## config.mk

```make
export PLATFORM = sky130hd
export DESIGN_NAME = fp_mul_pipe
export DESIGN_NICKNAME = d
export VERILOG_FILES = /design/src/rtl/fp_pkg.sv /design/src/rtl/fp_round_pack.sv /design/src/rtl/fp_mul_pipe.sv
export SDC_FILE = /design/constraint.sdc
export NUM_CORES = 1
export LEC_CHECK = 0
export CELL_PAD_IN_SITES_DETAIL_PLACEMENT = 1
export CELL_PAD_IN_SITES_GLOBAL_PLACEMENT = 1
export CORE_MARGIN = 2
export CORE_UTILIZATION = 40
export DETAILED_ROUTE_END_ITERATION = 10
export GPL_ROUTABILITY_DRIVEN = 1
export PLACE_DENSITY = 0.7
export SLEW_MARGIN = 20
export SYNTH_ARGS = -nofsm -noshare
export SYNTH_HDL_FRONTEND = slang
export SYNTH_SLANG_ARGS = --single-unit
```

## constraint.sdc

```tcl
create_clock -name clock -period 6.55 [get_ports clock]
set_input_delay 1.6375 -clock clock [delete_from_list [all_inputs] [get_ports clock]]
set_output_delay 1.6375 -clock clock [all_outputs]
set_load 0.1 [all_outputs]
```

## src/rtl/fp_pkg.sv

```systemverilog
// Shared floating-point helpers for the pipelined multiplier:
// bias derivation, field extraction, flag bundle, NaN/inf constants.
package fp_pkg;

    localparam int MAX_W = 64;

    typedef logic [MAX_W-1:0] word_t;

    typedef struct packed {
        logic invalid;
        logic overflow;
        logic underflow;
        logic inexact;
    } fp_flags_t;

    // Result class decided in S1; only CLS_NORM needs the multiply path.
    typedef enum logic [1:0] {
        CLS_NORM = 2'd0,
        CLS_ZERO = 2'd1,
        CLS_INF  = 2'd2,
        CLS_NAN  = 2'd3
    } fp_cls_t;

    function automatic int fp_bias(input int ew);
        return (1 << (ew - 1)) - 1;
    endfunction

    function automatic logic fp_sign(input word_t w, input int ew,
                                     input int mw);
        return w[ew + mw];
    endfunction

    function automatic word_t fp_exp(input word_t w, input int ew,
                                     input int mw);
        return (w >> mw) & ((word_t'(1) << ew) - word_t'(1));
    endfunction

    function automatic word_t fp_man(input word_t w, input int mw);
        return w & ((word_t'(1) << mw) - word_t'(1));
    endfunction

    // Canonical NaN: sign 0, exponent all ones, mantissa MSB only.
    function automatic word_t fp_nan(input int ew, input int mw);
        return (((word_t'(1) << ew) - word_t'(1)) << mw)
             | (word_t'(1) << (mw - 1));
    endfunction

    function automatic word_t fp_inf(input logic s, input int ew,
                                     input int mw);
        return (word_t'(s) << (ew + mw))
             | (((word_t'(1) << ew) - word_t'(1)) << mw);
    endfunction

endpackage

```

## src/rtl/fp_round_pack.sv

```systemverilog
// Combinational S3: normalise, round-to-nearest-even and pack.
// Ports: sign/cls/e/prod from S2 in; packed res and 4-bit flags out.
module fp_round_pack
    import fp_pkg::*;
#(
    parameter int EXP_W = 5,
    parameter int MAN_W = 10
) (
    input  logic                       sign,
    input  logic [1:0]                 cls,
    input  logic signed [EXP_W+1:0]    e,
    input  logic [2*MAN_W+1:0]         prod,
    output logic [EXP_W+MAN_W:0]       res,
    output logic [3:0]                 flags
);

    localparam int W   = 1 + EXP_W + MAN_W;
    localparam int PW  = 2 * MAN_W + 2;
    localparam int EW2 = EXP_W + 2;
    localparam logic signed [EW2-1:0] EMAX  = EW2'((1 << EXP_W) - 1);
    localparam logic signed [EW2-1:0] EZERO = '0;

    fp_cls_t                cls_e;
    logic [2*MAN_W:0]       sh;
    logic [MAN_W-1:0]       man;
    logic                   guard;
    logic                   sticky;
    logic                   rnd;
    logic [MAN_W:0]         man_r;
    logic signed [EW2-1:0]  e_n;
    logic signed [EW2-1:0]  e_f;
    fp_flags_t              fl;

    always_comb begin
        cls_e  = fp_cls_t'(cls);
        // Drop the leading one; a set MSB means the product is in [2,4).
        sh     = prod[PW-1] ? prod[PW-2:0] : {prod[PW-3:0], 1'b0};
        e_n    = e + EW2'(prod[PW-1]);
        man    = sh[2*MAN_W -: MAN_W];
        guard  = sh[MAN_W];
        sticky = |sh[MAN_W-1:0];
        rnd    = guard & (sticky | man[0]);
        // Carry out of the rounded mantissa leaves man=0 and bumps e.
        man_r  = {1'b0, man} + {{MAN_W{1'b0}}, rnd};
        e_f    = e_n + EW2'(man_r[MAN_W]);
        res    = '0;
        fl     = '0;
        unique case (cls_e)
            CLS_NAN: begin
                res        = W'(fp_nan(EXP_W, MAN_W));
                fl.invalid = 1'b1;
            end
            CLS_INF: begin
                res = W'(fp_inf(sign, EXP_W, MAN_W));
            end
            CLS_ZERO: begin
                res = {sign, {(EXP_W+MAN_W){1'b0}}};
            end
            default: begin
                if (e_f >= EMAX) begin
                    res         = W'(fp_inf(sign, EXP_W, MAN_W));
                    fl.overflow = 1'b1;
                    fl.inexact  = 1'b1;
                end else if (e_f <= EZERO) begin
                    res          = {sign, {(EXP_W+MAN_W){1'b0}}};
                    fl.underflow = 1'b1;
                    fl.inexact   = 1'b1;
                end else begin
                    res        = {sign, e_f[EXP_W-1:0], man_r[MAN_W-1:0]};
                    fl.inexact = guard | sticky;
                end
            end
        endcase
        flags = fl;
    end

endmodule

```

## src/rtl/fp_mul_pipe.sv

```systemverilog
// 3-stage IEEE-style multiplier with valid/ready flow control and tag.
// Ports: clock/reset_n, in_valid/in_ready/opA/opB/in_tag in,
//        out_valid/out_ready/product/out_tag/flags out.
module fp_mul_pipe
    import fp_pkg::*;
#(
    parameter int EXP_W = 5,
    parameter int MAN_W = 10,
    parameter int TAG_W = 4
) (
    input  logic                   clock,
    input  logic                   reset_n,
    input  logic                   in_valid,
    output logic                   in_ready,
    input  logic [EXP_W+MAN_W:0]   opA,
    input  logic [EXP_W+MAN_W:0]   opB,
    input  logic [TAG_W-1:0]       in_tag,
    output logic                   out_valid,
    input  logic                   out_ready,
    output logic [EXP_W+MAN_W:0]   product,
    output logic [TAG_W-1:0]       out_tag,
    output logic [3:0]             flags
);

    localparam int W    = 1 + EXP_W + MAN_W;
    localparam int MW1  = MAN_W + 1;
    localparam int PW   = 2 * MAN_W + 2;
    localparam int EW2  = EXP_W + 2;
    localparam int BIAS = fp_bias(EXP_W);

    logic                  stall;
    logic                  sa, sb;
    logic [EXP_W-1:0]      ea, eb;
    logic [MAN_W-1:0]      fa, fb;
    logic                  a_zero, a_inf, a_nan;
    logic                  b_zero, b_inf, b_nan;
    fp_cls_t               cls_in;
    logic [EW2-1:0]        e_in;

    logic                  s1_v_d, s1_v_q;
    logic [TAG_W-1:0]      s1_tag_d, s1_tag_q;
    logic                  s1_sign_d, s1_sign_q;
    fp_cls_t               s1_cls_d, s1_cls_q;
    logic [MW1-1:0]        s1_ma_d, s1_ma_q;
    logic [MW1-1:0]        s1_mb_d, s1_mb_q;
    logic signed [EW2-1:0] s1_e_d, s1_e_q;

    logic                  s2_v_d, s2_v_q;
    logic [TAG_W-1:0]      s2_tag_d, s2_tag_q;
    logic                  s2_sign_d, s2_sign_q;
    fp_cls_t               s2_cls_d, s2_cls_q;
    logic signed [EW2-1:0] s2_e_d, s2_e_q;
    logic [PW-1:0]         s2_prod_d, s2_prod_q;

    logic                  out_valid_d, out_valid_q;
    logic [W-1:0]          product_d, product_q;
    logic [TAG_W-1:0]      out_tag_d, out_tag_q;
    logic [3:0]            flags_d, flags_q;

    logic [W-1:0]          rp_res;
    logic [3:0]            rp_flags;

    fp_round_pack #(
        .EXP_W (EXP_W),
        .MAN_W (MAN_W)
    ) u_round_pack (
        .sign  (s2_sign_q),
        .cls   (s2_cls_q),
        .e     (s2_e_q),
        .prod  (s2_prod_q),
        .res   (rp_res),
        .flags (rp_flags)
    );

    // S1 unpack and classify; exp==0 is flushed to zero.
    always_comb begin
        sa     = fp_sign(word_t'(opA), EXP_W, MAN_W);
        sb     = fp_sign(word_t'(opB), EXP_W, MAN_W);
        ea     = EXP_W'(fp_exp(word_t'(opA), EXP_W, MAN_W));
        eb     = EXP_W'(fp_exp(word_t'(opB), EXP_W, MAN_W));
        fa     = MAN_W'(fp_man(word_t'(opA), MAN_W));
        fb     = MAN_W'(fp_man(word_t'(opB), MAN_W));
        a_zero = (ea == '0);
        b_zero = (eb == '0);
        a_inf  = (&ea) && (fa == '0);
        b_inf  = (&eb) && (fb == '0);
        a_nan  = (&ea) && (fa != '0);
        b_nan  = (&eb) && (fb != '0);
        if (a_nan || b_nan || (a_inf && b_zero) || (b_inf && a_zero))
            cls_in = CLS_NAN;
        else if (a_inf || b_inf)
            cls_in = CLS_INF;
        else if (a_zero || b_zero)
            cls_in = CLS_ZERO;
        else
            cls_in = CLS_NORM;
        e_in = {2'b00, ea} + {2'b00, eb} - EW2'(BIAS);
    end

    always_comb begin
        stall       = out_valid_q && !out_ready;
        s1_v_d      = s1_v_q;
        s1_tag_d    = s1_tag_q;
        s1_sign_d   = s1_sign_q;
        s1_cls_d    = s1_cls_q;
        s1_ma_d     = s1_ma_q;
        s1_mb_d     = s1_mb_q;
        s1_e_d      = s1_e_q;
        s2_v_d      = s2_v_q;
        s2_tag_d    = s2_tag_q;
        s2_sign_d   = s2_sign_q;
        s2_cls_d    = s2_cls_q;
        s2_e_d      = s2_e_q;
        s2_prod_d   = s2_prod_q;
        out_valid_d = out_valid_q;
        product_d   = product_q;
        out_tag_d   = out_tag_q;
        flags_d     = flags_q;
        if (!stall) begin
            s1_v_d    = in_valid;
            s1_tag_d  = in_tag;
            s1_sign_d = sa ^ sb;
            s1_cls_d  = cls_in;
            s1_ma_d   = {1'b1, fa};
            s1_mb_d   = {1'b1, fb};
            s1_e_d    = e_in;
            s2_v_d    = s1_v_q;
            s2_tag_d  = s1_tag_q;
            s2_sign_d = s1_sign_q;
            s2_cls_d  = s1_cls_q;
            s2_e_d    = s1_e_q;
            s2_prod_d = s1_ma_q * s1_mb_q;
            out_valid_d = s2_v_q;
            // Outputs only update on a real result so they stay quiet
            // across bubbles.
            if (s2_v_q) begin
                product_d = rp_res;
                out_tag_d = s2_tag_q;
                flags_d   = rp_flags;
            end
        end
    end

    always_ff @(posedge clock) begin
        if (!reset_n) begin
            s1_v_q      <= 1'b0;
            s2_v_q      <= 1'b0;
            out_valid_q <= 1'b0;
            product_q   <= '0;
            out_tag_q   <= '0;
            flags_q     <= '0;
        end else begin
            s1_v_q      <= s1_v_d;
            s2_v_q      <= s2_v_d;
            out_valid_q <= out_valid_d;
            product_q   <= product_d;
            out_tag_q   <= out_tag_d;
            flags_q     <= flags_d;
        end
    end

    always_ff @(posedge clock) begin
        s1_tag_q  <= s1_tag_d;
        s1_sign_q <= s1_sign_d;
        s1_cls_q  <= s1_cls_d;
        s1_ma_q   <= s1_ma_d;
        s1_mb_q   <= s1_mb_d;
        s1_e_q    <= s1_e_d;
        s2_tag_q  <= s2_tag_d;
        s2_sign_q <= s2_sign_d;
        s2_cls_q  <= s2_cls_d;
        s2_e_q    <= s2_e_d;
        s2_prod_q <= s2_prod_d;
    end

    assign in_ready  = !stall;
    assign out_valid = out_valid_q;
    assign product   = product_q;
    assign out_tag   = out_tag_q;
    assign flags     = flags_q;

endmodule

```

==> results.toml, run 1 <==
[worst_setup_path]
crit_path_start_kind = "flip-flop"
worst-path-max-fanout = 11
r2r_slack_ns = 1.06
cp.arrival_ns = 5.63
crit_type = "reg -> reg"
end_kind = "flip-flop"
crit_required_ns = 6.69

[floorplanning]
die_h_um = 145.8
die_area_um2 = 21250
io_pins = 66
rows = 51
coreArea_um2 = 19590
dieWidth_um = 145.8
initial_core_util_pct = 41.05

[global_route]
overflow = 0
grt_pass1_wl_um = 32040
grt_usage_pct = 18.65
grt_pass1_vias = 6421
grt_max_degree = 76
antenna_found_initial = 0

[synth]
yosysUniqueCellTypes = 55
netlist_area_um2 = 8041
yosysSeqAreaShare_pct = 32.86
syn_inst = 802
synth_seq_cells = 97
ys_async_sr_fraction_pct = 0
synth_edf_count = 70
synth_ff_type = "edfxtp_1"
synth_warnings = 0
syn_avg_cell_area_um2 = 10.03
syn-num-nets = 995

[final_layout]
fill_cells = 2201
design_area_um2 = 9233
n_antenna_cell = 0
layout.area.seq_um2 = 2643
layout-drive-gt1-share_pct = 3.034
area_delta_synth_final_pct = 14.81
nets = 1045
multi_input_area_um2 = 4791
stdcell_count = 1122

[cts]
post_cts_buffers = 0
root_buffer = "clkbuf_16"
cts-resized-gates = 0
hold_buffers = 0
clkSinkCount = 97
htreeDepth = 3
cts_tree = "done"
clk_latency_ns = 0.36
cts_made_buffers = 9
clk_path_buf_depth = 2
path_clk_slew_ns = 0.08

[place]
hpwlAfterDp_um = 15450
port_buffers = 65
dp.cells = 1106
gp_congestion = 0.8564
placed_area_um2 = 8929
dp_slack_ns = 1.065

[sta]
layout_worst_path_cycle_share_pct = 83.76
period_needed_ns = 5.486
slew_headroom_pct = 34.41
rsz0062_at_grt = "no"
fmax_ghz = 0.1823
drv_slew = 0
finalHoldViolCount = 0
setup_viol = 0
skew_ns = 0.01459
tns_ns = 0
fin_ws_ns = 1.064
tightest_slew_ns = 0.9807

[power_and_ir_drop]
power_density_nw_per_um2 = 427.7
power.leakage_nw = 4.135
ir_drop_v = 0.0002036

[route]
firstDrtPassIters = 4
wl_per_cell_um = 16.97
via_count = 5673
ant_nets = 0
drc = 0
drt_iter0_markers = 139
drt_wl_total_um = 19040
vias_per_cell = 5.056

[run_status]
run_status = "complete, no violations"

[flow_run]
maxCapViolCount = 0

[worst_hold_path]
hold_class = "reg -> reg"
per-stage QoR:
stage               hold WS, ns  total power, W  utilization (%)
global route             0.4282        0.004347            47.13
CTS                      0.4238        0.003995            47.13
finish                   0.4236        0.003949            47.13
global placement         0.4042        0.003303            45.58
detailed placement       0.4056        0.003429            45.58
floorplan                0.4003        0.002824                -
final timing paths:
check / start / endpoint / cells after the start
worst min register to register: s1_e_q[2] / s2_e_q[2] / 0
worst min-delay path: s1_e_q[2] / s2_e_q[2] / 0
worst max register to register: s1_mb_q[9] / s2_prod_q[19] / 16
worst max-delay path: s1_mb_q[9] / s2_prod_q[19] / 16
metal layers:
layer / up-vias / GRT usage [%] / routed length, um
met3: 13 / 3.009 / 575
li1: 2727 / - / -
met2: 84 / 34.27 / 9674
met4: 0 / 4.216 / 275
met1: 2849 / 22.95 / 8515
met5: - / 0 / 0
where the power goes:
group / switching [W] / internal (W) / total, W
logic: 0.00138 / 0.00101 / 0.00239
registers: 0.000133 / 0.000884 / 0.00102
clock network: 0.000268 / 0.000273 / 0.000542
total: 0.00178 / 0.00217 / 0.00395
kinds of logic (layout without fill, tap and decap cells):
group | after synthesis | in the layout | share of synthesized area, %
AO/OA/AOI/OAI | 114 | 114 | 9.009
XOR/XNOR | 35 | 35 | 3.812
adder cells (fa/ha/maj) | 153 | 153 | 31.46
buffers and inverters | 162 | 217 | 7.655
flip-flops | 97 | 97 | 32.86
multiplexers | 5 | 5 | 0.6224
AND/OR/NAND/NOR | 236 | 236 | 14.58
registers in the layout, indices dropped and copies added (netlist names):
| signal | flops |
|---|---|
| flags | 4 |
| out_tag | 4 |
| out_valid | 1 |
| product | 16 |
| s1_cls_q | 2 |
| s1_e_q | 7 |
| s1_ma_q | 10 |
| s1_mb_q | 10 |
| s1_sign_q | 1 |
| s1_tag_q | 4 |
| s1_v_q | 1 |
| s2_cls_q | 2 |
| s2_e_q | 7 |
| s2_prod_q | 22 |
| s2_sign_q | 1 |
| s2_tag_q | 4 |
| s2_v_q | 1 |
worst max-delay path, stage by stage, from the launching register on:
cell,delay (ns)
edfxtp_1,0.66
nand2_1,0.15
fa_1,0.53
inv_1,0.06
fa_1,0.51
fa_1,0.53
fa_1,0.55
inv_1,0.05
fa_1,0.52
inv_1,0.04
ha_1,0.37
a21o_1,0.20
a21o_1,0.18
a21oi_1,0.24
nor2b_1,0.27
nand2_1,0.08
a221oi_1,0.32
final cells by class:
| cell class | instances | share of cell area (%) |
|---|---|---|
| clock buffer | 9 | 2.439 |
| inverter | 135 | 5.502 |
| clock inverter | 7 | 0.8538 |
| tap | 265 | 3.591 |
| multi-input combinational | 543 | 51.89 |
| timing repair buffer | 66 | 7.101 |
| sequential | 97 | 28.62 |
synthesized netlist by cell type, types with 4 or more instances:
cell / count / share of area [%]
a31oi_1: 5 / 0.39
a21o_1: 11 / 1.0
o21ai_0: 16 / 1.0
nor4_1: 7 / 0.54
ha_1: 71 / 11
nand3_1: 13 / 0.81
mux2i_1: 5 / 0.62
and2_1: 46 / 3.6
dfxtp_1: 27 / 6.7
a21oi_1: 46 / 2.9
fa_1: 82 / 20
xor2_1: 14 / 1.5
a22o_1: 8 / 0.87
inv_1: 134 / 6.3
a211oi_1: 5 / 0.47
nor2b_1: 9 / 0.70
nor3_1: 5 / 0.31
edfxtp_1: 70 / 26
xnor2_1: 21 / 2.3
nand4_1: 4 / 0.31
nand2_1: 96 / 4.5
nor2_1: 34 / 1.6
clkbuf_1: 24 / 1.1
o21bai_1: 4 / 0.37
nor3b_1: 5 / 0.47
cells in the final DEF (no fill, tap or decap), types with 8 or more instances in the layout:
cell type | Yosys | final
a21oi_1 | 46 | 46
a22o_1 | 8 | 8
nor2_1 | 34 | 34
xor2_1 | 14 | 14
nor2b_1 | 9 | 9
xnor2_1 | 21 | 21
nand2_1 | 96 | 96
nand3_1 | 13 | 13
edfxtp_1 | 70 | 70
clkbuf_16 | 0 | 9
clkdlybuf4s50_1 | 0 | 64
ha_1 | 71 | 71
a21o_1 | 11 | 11
dfxtp_1 | 27 | 27
o21ai_0 | 16 | 16
fa_1 | 82 | 82
inv_1 | 134 | 134
and2_1 | 46 | 46
Power figures use the tool's default switching activity.
==> run 2, diff against run 1 <==
- clock period: 6.55 -> 5.5 ns (I/O delays scaled with it)
==> run 2 against run 1 <==
Clock skew is 0.0042 ns lower; global-route usage is 0.13 points lower; clock power is 22% higher; combinational power is 22% higher; fmax is 5.4% higher; flip-flop and latch count stayed put; core utilization is 1.4 points higher; routed wire length is 0.27% higher; die area stayed put; setup slack worse by 0.77 ns; highest routed layer unchanged.
==> results.toml, run 2 (same netlist as run 1, synthesis figures left out) <==
[run_status]
run_status = "complete, no violations"

[floorplanning]
rows = 51
io_pins = 66
coreArea_um2 = 19590
die_area_um2 = 21250
dieWidth_um = 145.8
initial_core_util_pct = 41.05
die_h_um = 145.8

[global_route]
antenna_found_initial = 0
grt_max_degree = 60
grt_busiest_layer = "met2"
grt_use_met2_pct = 33.44
grt_use_met3_pct = 3.103
use_met1_pct = 23.07
overflow = 0
grt_pass1_vias = 6379
grt_pass1_wl_um = 31820
grt_usage_pct = 18.53

[worst_setup_path]
end_kind = "flip-flop"
worst-path-max-fanout = 6
crit_type = "reg -> reg"
cpPeakStageDelay_ns = 0.58
worst-path-buf-inv = 4
crit_chain = "inv_1, fa_1, inv_1, fa_1, fa_1, fa_1, inv_1, fa_1, inv_1, ha_1, and3_1, and2_1, o21ai_1, a32oi_1, xor2_1"
cp.arrival_ns = 5.29
r2r_slack_ns = 0.30
crit_path_top_delay_cell = "fa_1"
crit_path_start_kind = "flip-flop"
crit_required_ns = 5.59
cp_top_family = "adder cells"
crit_top_cell = "fa_1"

[final_layout]
largest_reg_flops = 22
final_cell_mix = "inv_1 (134), nand2_1 (96), fa_1 (82)"
layout-drive-gt1-share_pct = 7.063
layout_commonest_cell = "inv_1"
top_register = "s2_prod_q"
nets = 1080
finish.utilization_pct = 48.57
fill_cells = 2229
design_area_um2 = 9515
n_antenna_cell = 0
area_delta_synth_final_pct = 18.33

[cts]
clk_path_buf_depth = 2
hold_buffers = 0
clk_latency_ns = 0.36
root_buffer = "clkbuf_16"
clkSinkCount = 97
htreeDepth = 3
cts_made_buffers = 9
cts_tree = "done"
path_clk_slew_ns = 0.07

[sta]
hold_ws_ns = 0.4199
tightest_slew_ns = 0.9710
finalHoldViolCount = 0
drv_slew = 0
setup_viol = 0
fin_ws_ns = 0.2966
fmax_ghz = 0.1922
skew_ns = 0.01043
period_needed_ns = 5.203
layout_worst_path_cycle_share_pct = 94.61
slew_headroom_pct = 35.06

[route]
drt_wl_total_um = 19090
firstDrtPassIters = 5
ant_nets = 0
drt_iter0_markers = 172
drc = 0
vias_per_cell = 5.033
wl_per_cell_um = 16.50
via_count = 5823

[power_and_ir_drop]
totalPowerFinal_w = 0.004762
ir_drop_v = 0.0002581
power_density_nw_per_um2 = 500.4
power.leakage_nw = 4.312

[place]
placed_area_um2 = 8974
dp_slack_ns = 0.1384
gp_congestion = 0.8641
hpwlAfterDp_um = 15510
port_buffers = 65

[worst_hold_path]
hold_class = "reg -> reg"

[flow_run]
maxCapViolCount = 0
-- run 2: changes by cell type in the layout (fill, tap and decap cells not counted) --
cell,before,now
nor2b_1,9,8
inv_8,4,1
inv_6,0,3
a21oi_2,1,2
bufinv_16,0,1
clkinv_4,2,1
nor2b_2,0,1
buf_4,2,37
a21oi_1,46,45
-- run 2: worst register-to-register path: cells and delay by family (launching register included) --
| kind | cells | cell delay, ns |
|---|---|---|
| adder cells (fa/ha/maj) | 6 | 3.04 |
| flip-flops | 1 | 0.53 |
| AO/OA/AOI/OAI | 2 | 0.43 |
| AND/OR/NAND/NOR | 2 | 0.42 |
| buffers and inverters | 4 | 0.34 |
| XOR/XNOR | 1 | 0.18 |
-- run 2: metal layers --
| metal | vias to the layer above | wire [um] |
|---|---|---|
| met1 | 2923 | 8537 |
| met4 | 0 | 286 |
| met5 | - | 0 |
| met2 | 88 | 9717 |
| met3 | 18 | 551 |
| li1 | 2794 | - |
-- run 2: timing repair --
| action | in CTS | in global routing |
|---|---|---|
| endpoints found under the setup margin | 0 | 3 |
| gates resized for setup | 0 | 2 |
| buffers inserted | 0 | 29 |
-- run 2: area by class of cell --
| cell class | count | area (um^2) | share of cell area (%) |
|---|---|---|---|
| Multi-Input combinational cell | 543 | 4797 | 50.41 |
| Sequential cell | 97 | 2643 | 27.77 |
| Timing Repair Buffer | 101 | 918.4 | 9.652 |
| Inverter | 135 | 508.0 | 5.339 |
| Tap cell | 265 | 331.6 | 3.485 |
| Clock buffer | 9 | 225.2 | 2.367 |
| Clock inverter | 7 | 92.59 | 0.9730 |
-- run 2: through the flow --
stage          TNS [ns]  instances
6_report              0       1157
5_1_grt        -0.03259       1157
4_1_cts               0       1128
3_5_place_dp          0       1112
3_3_place_gp          0       1112
2_1_floorplan         0        802
-- run 2: report_power, final --
group	switching (W)	total, W	internal, W
sequential	0.000132	0.00119	0.00105
clock	0.000298	0.000663	0.000365
combinational	0.00167	0.00291	0.00124
total	0.00210	0.00476	0.00266
-- run 2: final timing paths --
kind,endpoint,start,depth (start not counted)
setup / recovery,s2_prod_q[17],s1_ma_q[1],15
hold / removal,s2_e_q[4],s1_e_q[4],0
setup reg to reg,s2_prod_q[17],s1_ma_q[1],15
hold reg to reg,s2_e_q[4],s1_e_q[4],0
